<file path="src/rtl/timer_count_core.sv">
// timer_count_core: stopwatch / countdown timer keeping MM:SS.cc in BCD.
// CLK_100Hz is sampled as data in the CLK_50MHz domain and edge-detected
// into one-cycle ticks that drive a four-state run/pause FSM.
//
// Ports:
//   CLK_50MHz   in   system clock, all state on its rising edge
//   rst         in   asynchronous active-high reset
//   CLK_100Hz   in   100Hz square wave, each rising edge is one 10ms tick
//   mode        in   0 = count up, 1 = count down (taken only on clear)
//   start_stop  in   one-cycle run/pause toggle
//   clear       in   one-cycle return to IDLE with reload
//   load_min    in   countdown preset minutes, BCD
//   load_sec    in   countdown preset seconds, BCD
//   cs_bcd      out  centiseconds, BCD
//   sec_bcd     out  seconds, BCD
//   min_bcd     out  minutes, BCD
//   running     out  high in RUN
//   done        out  high in DONE
module timer_count_core #(
    parameter int SYNC_STAGES = 2
) (
    input  logic       CLK_50MHz,
    input  logic       rst,
    input  logic       CLK_100Hz,
    input  logic       mode,
    input  logic       start_stop,
    input  logic       clear,
    input  logic [7:0] load_min,
    input  logic [7:0] load_sec,
    output logic [7:0] cs_bcd,
    output logic [7:0] sec_bcd,
    output logic [7:0] min_bcd,
    output logic       running,
    output logic       done
);

    typedef enum logic [1:0] {
        IDLE  = 2'd0,
        RUN   = 2'd1,
        PAUSE = 2'd2,
        DONE  = 2'd3
    } state_t;

    state_t r_state;
    state_t w_next_state;

    logic [SYNC_STAGES-1:0] r_sync;
    logic                   r_prev;
    logic                   r_tick;
    logic                   r_mode;

    logic [3:0] r_m1, r_m0, r_s1, r_s0, r_c1, r_c0;

    logic [4:0] w_c0s, w_c1s, w_s0s, w_s1s, w_m0s, w_m1s;
    logic [3:0] w_ld_m1, w_ld_m0, w_ld_s1, w_ld_s0;
    logic       w_is_zero;
    logic       w_end_up;
    logic       w_end_dn;
    logic       w_count_en;

    // One BCD digit step; bit 4 is the carry (up) or borrow (down) out.
    function automatic logic [4:0] f_step(
        input logic [3:0] d,
        input logic [3:0] lim,
        input logic       en,
        input logic       dn
    );
        logic [4:0] v;
        v = {1'b0, d};
        if (en) begin
            if (dn)
                v = (d == 4'd0) ? {1'b1, lim} : {1'b0, d - 4'd1};
            else
                v = (d == lim) ? {1'b1, 4'd0} : {1'b0, d + 4'd1};
        end
        return v;
    endfunction

    // Synchroniser and rising-edge detector; r_tick lands SYNC_STAGES+1
    // clocks after CLK_100Hz rises.
    always_ff @(posedge CLK_50MHz or posedge rst) begin
        if (rst) begin
            r_sync <= '0;
            r_prev <= 1'b0;
            r_tick <= 1'b0;
        end else begin
            r_sync <= {r_sync[SYNC_STAGES-2:0], CLK_100Hz};
            r_prev <= r_sync[SYNC_STAGES-1];
            r_tick <= r_sync[SYNC_STAGES-1] & ~r_prev;
        end
    end

    assign w_c0s = f_step(r_c0, 4'd9, 1'b1,     r_mode);
    assign w_c1s = f_step(r_c1, 4'd9, w_c0s[4], r_mode);
    assign w_s0s = f_step(r_s0, 4'd9, w_c1s[4], r_mode);
    assign w_s1s = f_step(r_s1, 4'd5, w_s0s[4], r_mode);
    assign w_m0s = f_step(r_m0, 4'd9, w_s1s[4], r_mode);
    assign w_m1s = f_step(r_m1, 4'd9, w_m0s[4], r_mode);

    assign w_is_zero = ({r_m1, r_m0, r_s1, r_s0, r_c1, r_c0} == 24'd0);

    // Carry out of the top digit means the up-count sits at 99:59.99.
    assign w_end_up = ~r_mode & w_m1s[4];
    assign w_end_dn = r_mode &
        ({w_m1s[3:0], w_m0s[3:0], w_s1s[3:0],
          w_s0s[3:0], w_c1s[3:0], w_c0s[3:0]} == 24'd0);

    assign w_count_en = (r_state == RUN) & r_tick & ~w_end_up;

    // Out-of-range preset digits clamp to the largest legal digit.
    assign w_ld_m1 = (load_min[7:4] > 4'd9) ? 4'd9 : load_min[7:4];
    assign w_ld_m0 = (load_min[3:0] > 4'd9) ? 4'd9 : load_min[3:0];
    assign w_ld_s1 = (load_sec[7:4] > 4'd5) ? 4'd5 : load_sec[7:4];
    assign w_ld_s0 = (load_sec[3:0] > 4'd9) ? 4'd9 : load_sec[3:0];

    always_ff @(posedge CLK_50MHz or posedge rst) begin
        if (rst) begin
            r_mode <= 1'b0;
            r_m1   <= 4'd0;
            r_m0   <= 4'd0;
            r_s1   <= 4'd0;
            r_s0   <= 4'd0;
            r_c1   <= 4'd0;
            r_c0   <= 4'd0;
        end else if (clear) begin
            r_mode <= mode;
            r_m1   <= mode ? w_ld_m1 : 4'd0;
            r_m0   <= mode ? w_ld_m0 : 4'd0;
            r_s1   <= mode ? w_ld_s1 : 4'd0;
            r_s0   <= mode ? w_ld_s0 : 4'd0;
            r_c1   <= 4'd0;
            r_c0   <= 4'd0;
        end else if (w_count_en) begin
            r_m1 <= w_m1s[3:0];
            r_m0 <= w_m0s[3:0];
            r_s1 <= w_s1s[3:0];
            r_s0 <= w_s0s[3:0];
            r_c1 <= w_c1s[3:0];
            r_c0 <= w_c0s[3:0];
        end
    end

    always_ff @(posedge CLK_50MHz or posedge rst) begin
        if (rst)
            r_state <= IDLE;
        else
            r_state <= w_next_state;
    end

    always_comb begin
        w_next_state = r_state;
        if (clear) begin
            w_next_state = IDLE;
        end else begin
            case (r_state)
                IDLE: begin
                    if (start_stop)
                        w_next_state = (r_mode & w_is_zero) ? DONE : RUN;
                end
                RUN: begin
                    if (r_tick & (w_end_up | w_end_dn))
                        w_next_state = DONE;
                    else if (start_stop)
                        w_next_state = PAUSE;
                end
                PAUSE: begin
                    if (start_stop)
                        w_next_state = RUN;
                end
                default: w_next_state = DONE;
            endcase
        end
    end

    always_comb begin
        running = (r_state == RUN);
        done    = (r_state == DONE);
    end

    assign cs_bcd  = {r_c1, r_c0};
    assign sec_bcd = {r_s1, r_s0};
    assign min_bcd = {r_m1, r_m0};

endmodule
</file>
<file path="config.mk">
export PLATFORM = sky130hd
export DESIGN_NAME = timer_count_core
export DESIGN_NICKNAME = d
export VERILOG_FILES = /design/src/rtl/timer_count_core.sv
export SDC_FILE = /design/constraint.sdc
export NUM_CORES = 1
export LEC_CHECK = 0
export CORE_UTILIZATION = 55
export CTS_CLUSTER_DIAMETER = 150
export DETAILED_ROUTE_END_ITERATION = 7
export GPL_TIMING_DRIVEN = 0
export HOLD_SLACK_MARGIN = 0.05
export PLACE_DENSITY_LB_ADDON = 0.05
export SETUP_SLACK_MARGIN = 0.2
export SLEW_MARGIN = 40
export SYNTH_ARGS = -nofsm -noshare
export SYNTH_HDL_FRONTEND = slang
export SYNTH_SLANG_ARGS = --single-unit
</file>
<file path="constraint.sdc">
create_clock -name CLK_50MHz -period 2.9 [get_ports CLK_50MHz]
set_input_delay 0.435 -clock CLK_50MHz [delete_from_list [all_inputs] [get_ports CLK_50MHz]]
set_output_delay 0.435 -clock CLK_50MHz [all_outputs]
set_load 0.01 [all_outputs]
</file>
Word level (Yosys, flattened, before mapping)
Cells that the tools add are included.

Word-level logic and storage cells: 111. Bits of input ports: 22. Bits in registers: 31.

Muxes and demuxes: 50. $lt $le $gt $ge: 4. $add $sub $neg: 12. Equal/unequal tests: 12. Reduce and logical (&&, ||, !) cells: 11. Bitwise operators: 11.

Operators by type and width (number): 5-bit two-way mux (23); 4-bit two-way mux (20); 24-bit zero test (2); 4-bit by 1-bit adder with 4-bit output, second input constant (6); 4-bit zero test (6); 4-bit by 1-bit subtractor with 4-bit output, second input constant (6); 4-bit == test, second input constant (5); 4-bit greater-than comparator, second input constant (3); 2-bit two-way mux (6); 1-bit AND (7); 3-bit != test, second input constant (2); 2-bit case mux with 3 select lines (1); 2-bit == test, second input constant (2); 4-bit by 3-bit == test with 1-bit output, second input constant (1); 4-bit by 3-bit greater-than comparator with 1-bit output, second input constant (1); 4-bit by 3-bit != test with 1-bit output, second input constant (1); 1-bit inverter (3); 3-bit AND reduction (1); 2-bit by 1-bit == test with 1-bit output, second input constant (1); 2-bit zero test (1); 2-bit nonzero test (1); 1-bit bitwise OR (1).

Depth between registers and ports, before layout
Depth in word-level cells: 15. Depth in mapped cells: 11. Gate-level depth less buffers: 8.

Worst setup path before layout
OpenSTA, ideal clock, no wires.

Kind: register -> register. Start point: reg r_c0[0]. End point: reg r_state[0]. Setup slack: 0.218 ns. Buffers on the path: 2. Stages on the path, launching flop included: 11. Arrival time: 2.595 ns. Data required time: 2.813 ns. Cell sequence: dfrtp_1 > buf_2 > nor3b_2 > o21ai_4 > or4_1 > buf_2 > a2111oi_4 > o21ai_2 > nor4b_4 > nand4b_1 > a211oi_2.

Cells in the longest elaborated chain, start to end: 15. Elaborated cells between the ends (all ways): 22. Classes of those cells: add/sub: 2; eq/ne: 2; mux: 11; bitwise: 4; reduce/logical: 3.

Ends and longest elaborated chain: start, declared (line 52) `logic [3:0] r_m1, r_m0, r_s1, r_s0, r_c1, r_c0;`; start signal, assigned (line 139) `r_c0 <= w_c0s[3:0];`; 4-bit == test or 4-bit zero test (tied branches) (line 74, 72); 5-bit two-way mux, on equally long branches (line 74, 72); 5-bit two-way mux * (line 71) `if (dn)`; 5-bit two-way mux (5 in series) (line 70) `if (en) begin`; 24-bit zero test (line 105) `({w_m1s[3:0], w_m0s[3:0], w_s1s[3:0],`; 1-bit AND (line 104) `assign w_end_dn = r_mode &`; 1-bit bitwise OR * (line 161) `if (r_tick & (w_end_up | w_end_dn))`; 1-bit AND * (line 161); 2-bit two-way mux (line 161); 2-bit case mux with 3 select lines (line 155) `case (r_state)`; 2-bit two-way mux (line 152) `if (clear) begin`; end signal, assigned (line 147) `r_state <= w_next_state;`; end, declared (line 44) `state_t r_state;`.

Every way passes the cells marked *; elsewhere a longest branch is shown, timed or not. A chain may end at the register's enable or synchronous reset.

Final worst setup path
Start point: reg r_s0[1]. End point: reg r_state[0].

Cells in the longest elaborated chain, start to end: 14. Elaborated cells between the ends (all ways): 21. Classes of those cells: add/sub: 2; eq/ne: 2; mux: 10; bitwise: 4; reduce/logical: 3.

Ends and longest elaborated chain: start, declared (line 52); start signal, assigned (line 130) `r_s0 <= mode ? w_ld_s0 : 4'd0;`; start signal, assigned (line 137) `r_s0 <= w_s0s[3:0];`; 4-bit == test or 4-bit zero test (tied branches) (line 74, 72); 5-bit two-way mux, on equally long branches (line 74, 72); 5-bit two-way mux (line 71); 5-bit two-way mux * (line 70); 5-bit two-way mux (3 in series) (line 70); 24-bit zero test (line 105); 1-bit AND (line 104); 1-bit bitwise OR * (line 161); 1-bit AND * (line 161); 2-bit two-way mux (line 161); 2-bit case mux with 3 select lines (line 155); 2-bit two-way mux (line 152).

Marks and branches as above.

==> impl_metrics.prom <==
# TYPE chip_impl_metric gauge
chip_impl_info{name="hold_path.startpoint",value="r_sync[0]"} 1
chip_impl_metric{name="gpl.final_weighted_congestion",unit=""} 0.9288
chip_impl_info{name="grt_setup_unrepaired",value="yes"} 1
chip_impl_info{name="worst_r2r_endpoint",value="r_state[0]"} 1
chip_impl_info{name="cp-startpoint",value="r_s0[1]"} 1
chip_impl_metric{name="antennaDiodeCount",unit=""} 0
chip_impl_info{name="cts_root_buffer",value="sky130_fd_sc_hd__clkbuf_8"} 1
chip_impl_metric{name="cts.path.max_buffers",unit=""} 2
chip_impl_metric{name="synth-edff-count",unit=""} 0
chip_impl_metric{name="cts_htree_levels",unit=""} 2
chip_impl_metric{name="viasPerCell",unit=""} 6.687
chip_impl_metric{name="setup_violations",unit=""} 0
chip_impl_metric{name="ant_nets",unit=""} 0
chip_impl_metric{name="ys_ff_latch",unit=""} 31
chip_impl_metric{name="insertion_delay",unit="ps"} 290
chip_impl_metric{name="power_leakage",unit="nW"} 1.507
chip_impl_metric{name="dr.first_iter.drc_count",unit=""} 496
chip_impl_info{name="cpMaxStageDelayCell",value="sky130_fd_sc_hd__or4_4"} 1
chip_impl_metric{name="hold_viol",unit=""} 0
chip_impl_info{name="regToRegStartpoint",value="r_s0[1]"} 1
chip_impl_info{name="tritoncts",value="done"} 1
chip_impl_info{name="cp_cell_sequence",value="nor2_1 -> o2111ai_2 -> or4_4 -> o21ai_4 -> o31a_1 -> nor4b_4 -> nand4b_1 -> a211oi_2"} 1
chip_impl_metric{name="postSynthNetCount",unit=""} 421
chip_impl_metric{name="critPathMaxFanout",unit=""} 6
chip_impl_metric{name="synth_sequential_area_ratio",unit="%"} 26.32
chip_impl_info{name="crit_end",value="r_state[0]"} 1
chip_impl_metric{name="initial_utilization",unit="%"} 57.35
chip_impl_info{name="startpoint_type",value="register"} 1
chip_impl_metric{name="power_density",unit="nW/µm²"} 408.4
chip_impl_metric{name="syn-mean-instance-area",unit="µm²"} 7.388
chip_impl_metric{name="slowest_delay",unit="ps"} 640
chip_impl_metric{name="maxCapViolations",unit=""} 0
chip_impl_metric{name="reg2reg_depth",unit=""} 8
chip_impl_metric{name="first_global_vias",unit=""} 3002
chip_impl_metric{name="grt_util_all_layers",unit="%"} 36.78
chip_impl_metric{name="fin_hold_ws",unit="ps"} 366.1
chip_impl_metric{name="synth_async_sr_flop_share",unit="%"} 100.0
chip_impl_metric{name="post_synth_instance_area",unit="µm²"} 2948
chip_impl_metric{name="grt_first_pass_wirelength",unit="µm"} 15210
chip_impl_metric{name="fmax",unit="MHz"} 356.1
chip_impl_info{name="outcome",value="complete, no violations"} 1
chip_impl_metric{name="timing.reg2reg.setup_slack",unit="ps"} 90
chip_impl_metric{name="grt_residual_overflow",unit=""} 0
chip_impl_metric{name="syn_inst_count",unit=""} 399
chip_impl_metric{name="drive_above_1_share",unit="%"} 18.91
chip_impl_metric{name="detail_route.wirelength",unit="µm"} 10530
chip_impl_metric{name="worst_clock_skew",unit="ps"} 10.05
chip_impl_info{name="path_class",value="register to register"} 1
chip_impl_metric{name="dieWidth",unit="µm"} 75.21
chip_impl_metric{name="post_synth_num_cell_types",unit=""} 66
chip_impl_metric{name="finalNetCount",unit=""} 497
chip_impl_metric{name="clock_sinks",unit=""} 31
chip_impl_metric{name="num_vias",unit=""} 3651
chip_impl_metric{name="period_share",unit="%"} 96.84
chip_impl_metric{name="detail_route.first_pass.iterations",unit=""} 6
chip_impl_info{name="crit_path_end_kind",value="register"} 1
chip_impl_metric{name="yosysWarnings",unit=""} 0
chip_impl_metric{name="placementRows",unit=""} 26
chip_impl_metric{name="report.power.total",unit="mW"} 1.646
chip_impl_metric{name="min_period",unit="ps"} 2808
chip_impl_metric{name="remaining_drc_errors",unit=""} 0
chip_impl_metric{name="worst_margin_pin_slew",unit="ps"} 736.1
chip_impl_info{name="min_path_type",value="register to register"} 1
chip_impl_metric{name="area.growth.synth_to_final",unit="%"} 36.71
chip_impl_metric{name="number_of_ports_placed_on_the_die_boundary",unit=""} 48
chip_impl_metric{name="grt_max_degree",unit=""} 32
chip_impl_metric{name="report.final.slew_viol_count",unit=""} 0
chip_impl_metric{name="fp.coreArea",unit="µm²"} 5140
chip_impl_metric{name="data_required_time_of_the_critical_path",unit="ps"} 3100
chip_impl_metric{name="placement.io_buffers",unit=""} 46
chip_impl_info{name="synth_ff_type",value="sky130_fd_sc_hd__dfrtp_1"} 1
chip_impl_metric{name="power.ir.vdd_worst",unit="V"} 0.0003019
chip_impl_metric{name="dpl_cell_area",unit="µm²"} 3496
chip_impl_metric{name="timing.max_slew.rel_slack",unit="%"} 50.93
chip_impl_metric{name="tritoncts.num_buffers",unit=""} 5
chip_impl_metric{name="wl_per_cell",unit="µm"} 19.28
chip_impl_metric{name="die-height",unit="µm"} 75.21
chip_impl_metric{name="place_hpwl",unit="µm"} 6580
chip_impl_metric{name="final_cell_area",unit="µm²"} 4030
chip_impl_metric{name="arrival",unit="ps"} 3010
chip_impl_metric{name="antenna_found_initial",unit=""} 0
chip_impl_metric{name="dieArea",unit="µm²"} 5657
chip_impl_metric{name="cts_clk_pin_slew_worst_paths",unit="ps"} 80
## per-layer routing
layer,vias to the layer above,part of all wire [%],track usage (%),wire [µm]
met5,-,0,0,0
met4,0,5.6,24.07,587
met3,57,10,5.890,1072
met2,283,44,53.35,4642
met1,1686,40,50.49,4222
li1,1625,-,-,-
## Yosys cell counts (all sizes together) (10+ instances only)
master / count / area, µm²
nand3: 18 / 90.09
nor3: 19 / 95.09
inv: 12 / 45.04
dfrtp: 31 / 775.7
o21ai: 32 / 175.2
clkbuf: 30 / 112.6
buf: 10 / 55.05
a21oi: 31 / 155.2
nor2: 47 / 183.9
nand2: 28 / 105.1
o211ai: 11 / 82.58
## cell usage in the layout, fill, tap and decap left out, types with 6 or more instances in the layout
cell type,n
sky130_fd_sc_hd__clkbuf_8,6
sky130_fd_sc_hd__buf_6,11
sky130_fd_sc_hd__o21ai_0,24
sky130_fd_sc_hd__nand4_1,6
sky130_fd_sc_hd__a21oi_1,27
sky130_fd_sc_hd__xnor2_1,7
sky130_fd_sc_hd__clkbuf_2,6
sky130_fd_sc_hd__nand3_1,18
sky130_fd_sc_hd__dfrtp_1,29
sky130_fd_sc_hd__inv_1,11
sky130_fd_sc_hd__o21a_1,8
sky130_fd_sc_hd__a221oi_1,7
sky130_fd_sc_hd__o211ai_1,11
sky130_fd_sc_hd__buf_4,20
sky130_fd_sc_hd__clkdlybuf4s50_1,46
sky130_fd_sc_hd__nand2_1,28
sky130_fd_sc_hd__nor2_1,44
sky130_fd_sc_hd__nor3_1,18
sky130_fd_sc_hd__clkbuf_1,23
## cell families (layout without fill, tap and decap cells)
kind of cell           count (synthesis)  after routing  share of synthesized area (%)
multiplexers                           5              5                          1.740
XOR/XNOR                              11             11                          3.268
flip-flops                            31             31                          26.32
AND/OR/NAND/NOR                      167            167                          30.65
AO/OA/AOI/OAI                        132            132                          30.69
buffers and inverters                 53            130                          7.343
## timing repair
action | 4_1_cts | 5_1_grt
buffers inserted | 19 | 4
resized for setup | 42 | 23
hold buffers | 0 | 0
cloned | 1 | 0
hold endpoints to repair | 0 | 0
endpoints found under the setup margin | 26 | 25
pin swaps | 19 | 13
## power by group
group          total [mW]  switching, mW  internal (mW)
sequential          0.495         0.0330          0.462
combinational       0.627          0.360          0.267
clock               0.524          0.180          0.344
total                1.65          0.573           1.07
## flip-flops by register name, indices dropped and copies added (netlist names)
signal	cells
r_c1	4
r_mode	1
r_m1	4
r_state	2
r_c0	4
r_m0	4
r_prev	1
r_s0	4
r_tick	1
r_sync	2
r_s1	4
## per-stage QoR
step	utilization [%]	setup slack [ps]	std cells	TNS [ps]
2_1_floorplan	-	218.4	399	0
3_3_place_gp	68.01	-150.6	515	-695.6
3_5_place_dp	68.01	-171.1	515	-533.7
4_1_cts	76.14	191.8	543	0
5_1_grt	78.41	31.68	546	0
6_report	78.41	91.67	546	0
## how the worst min path moves through the flow
stage                     end  slack [ps]  depth (start not counted)
finish              r_sync[1]         370                          0
global route        r_sync[1]         370                          0
CTS                 r_sync[1]         360                          0
detailed placement  r_sync[1]         340                          0
global placement    r_sync[1]         350                          0
floorplan           r_sync[1]         330                          0
## layout make-up
type,count,area (µm²)
clock inverter,2,60.06
buffer,39,214.0
multi-input combinational,315,2105
clock buffer,6,72.57
sequential,31,778.2
fill,384,1110
timing repair buffer,70,663.1
tap,70,87.58
inverter,13,50.05
## critical path: cells and delay by family, from the launching register on
kind / cells / cell delay (ps)
AO/OA/AOI/OAI: 4 / 830
flip-flops: 1 / 430
AND/OR/NAND/NOR: 4 / 1450
No activity file was read; power rests on OpenSTA's default activity.
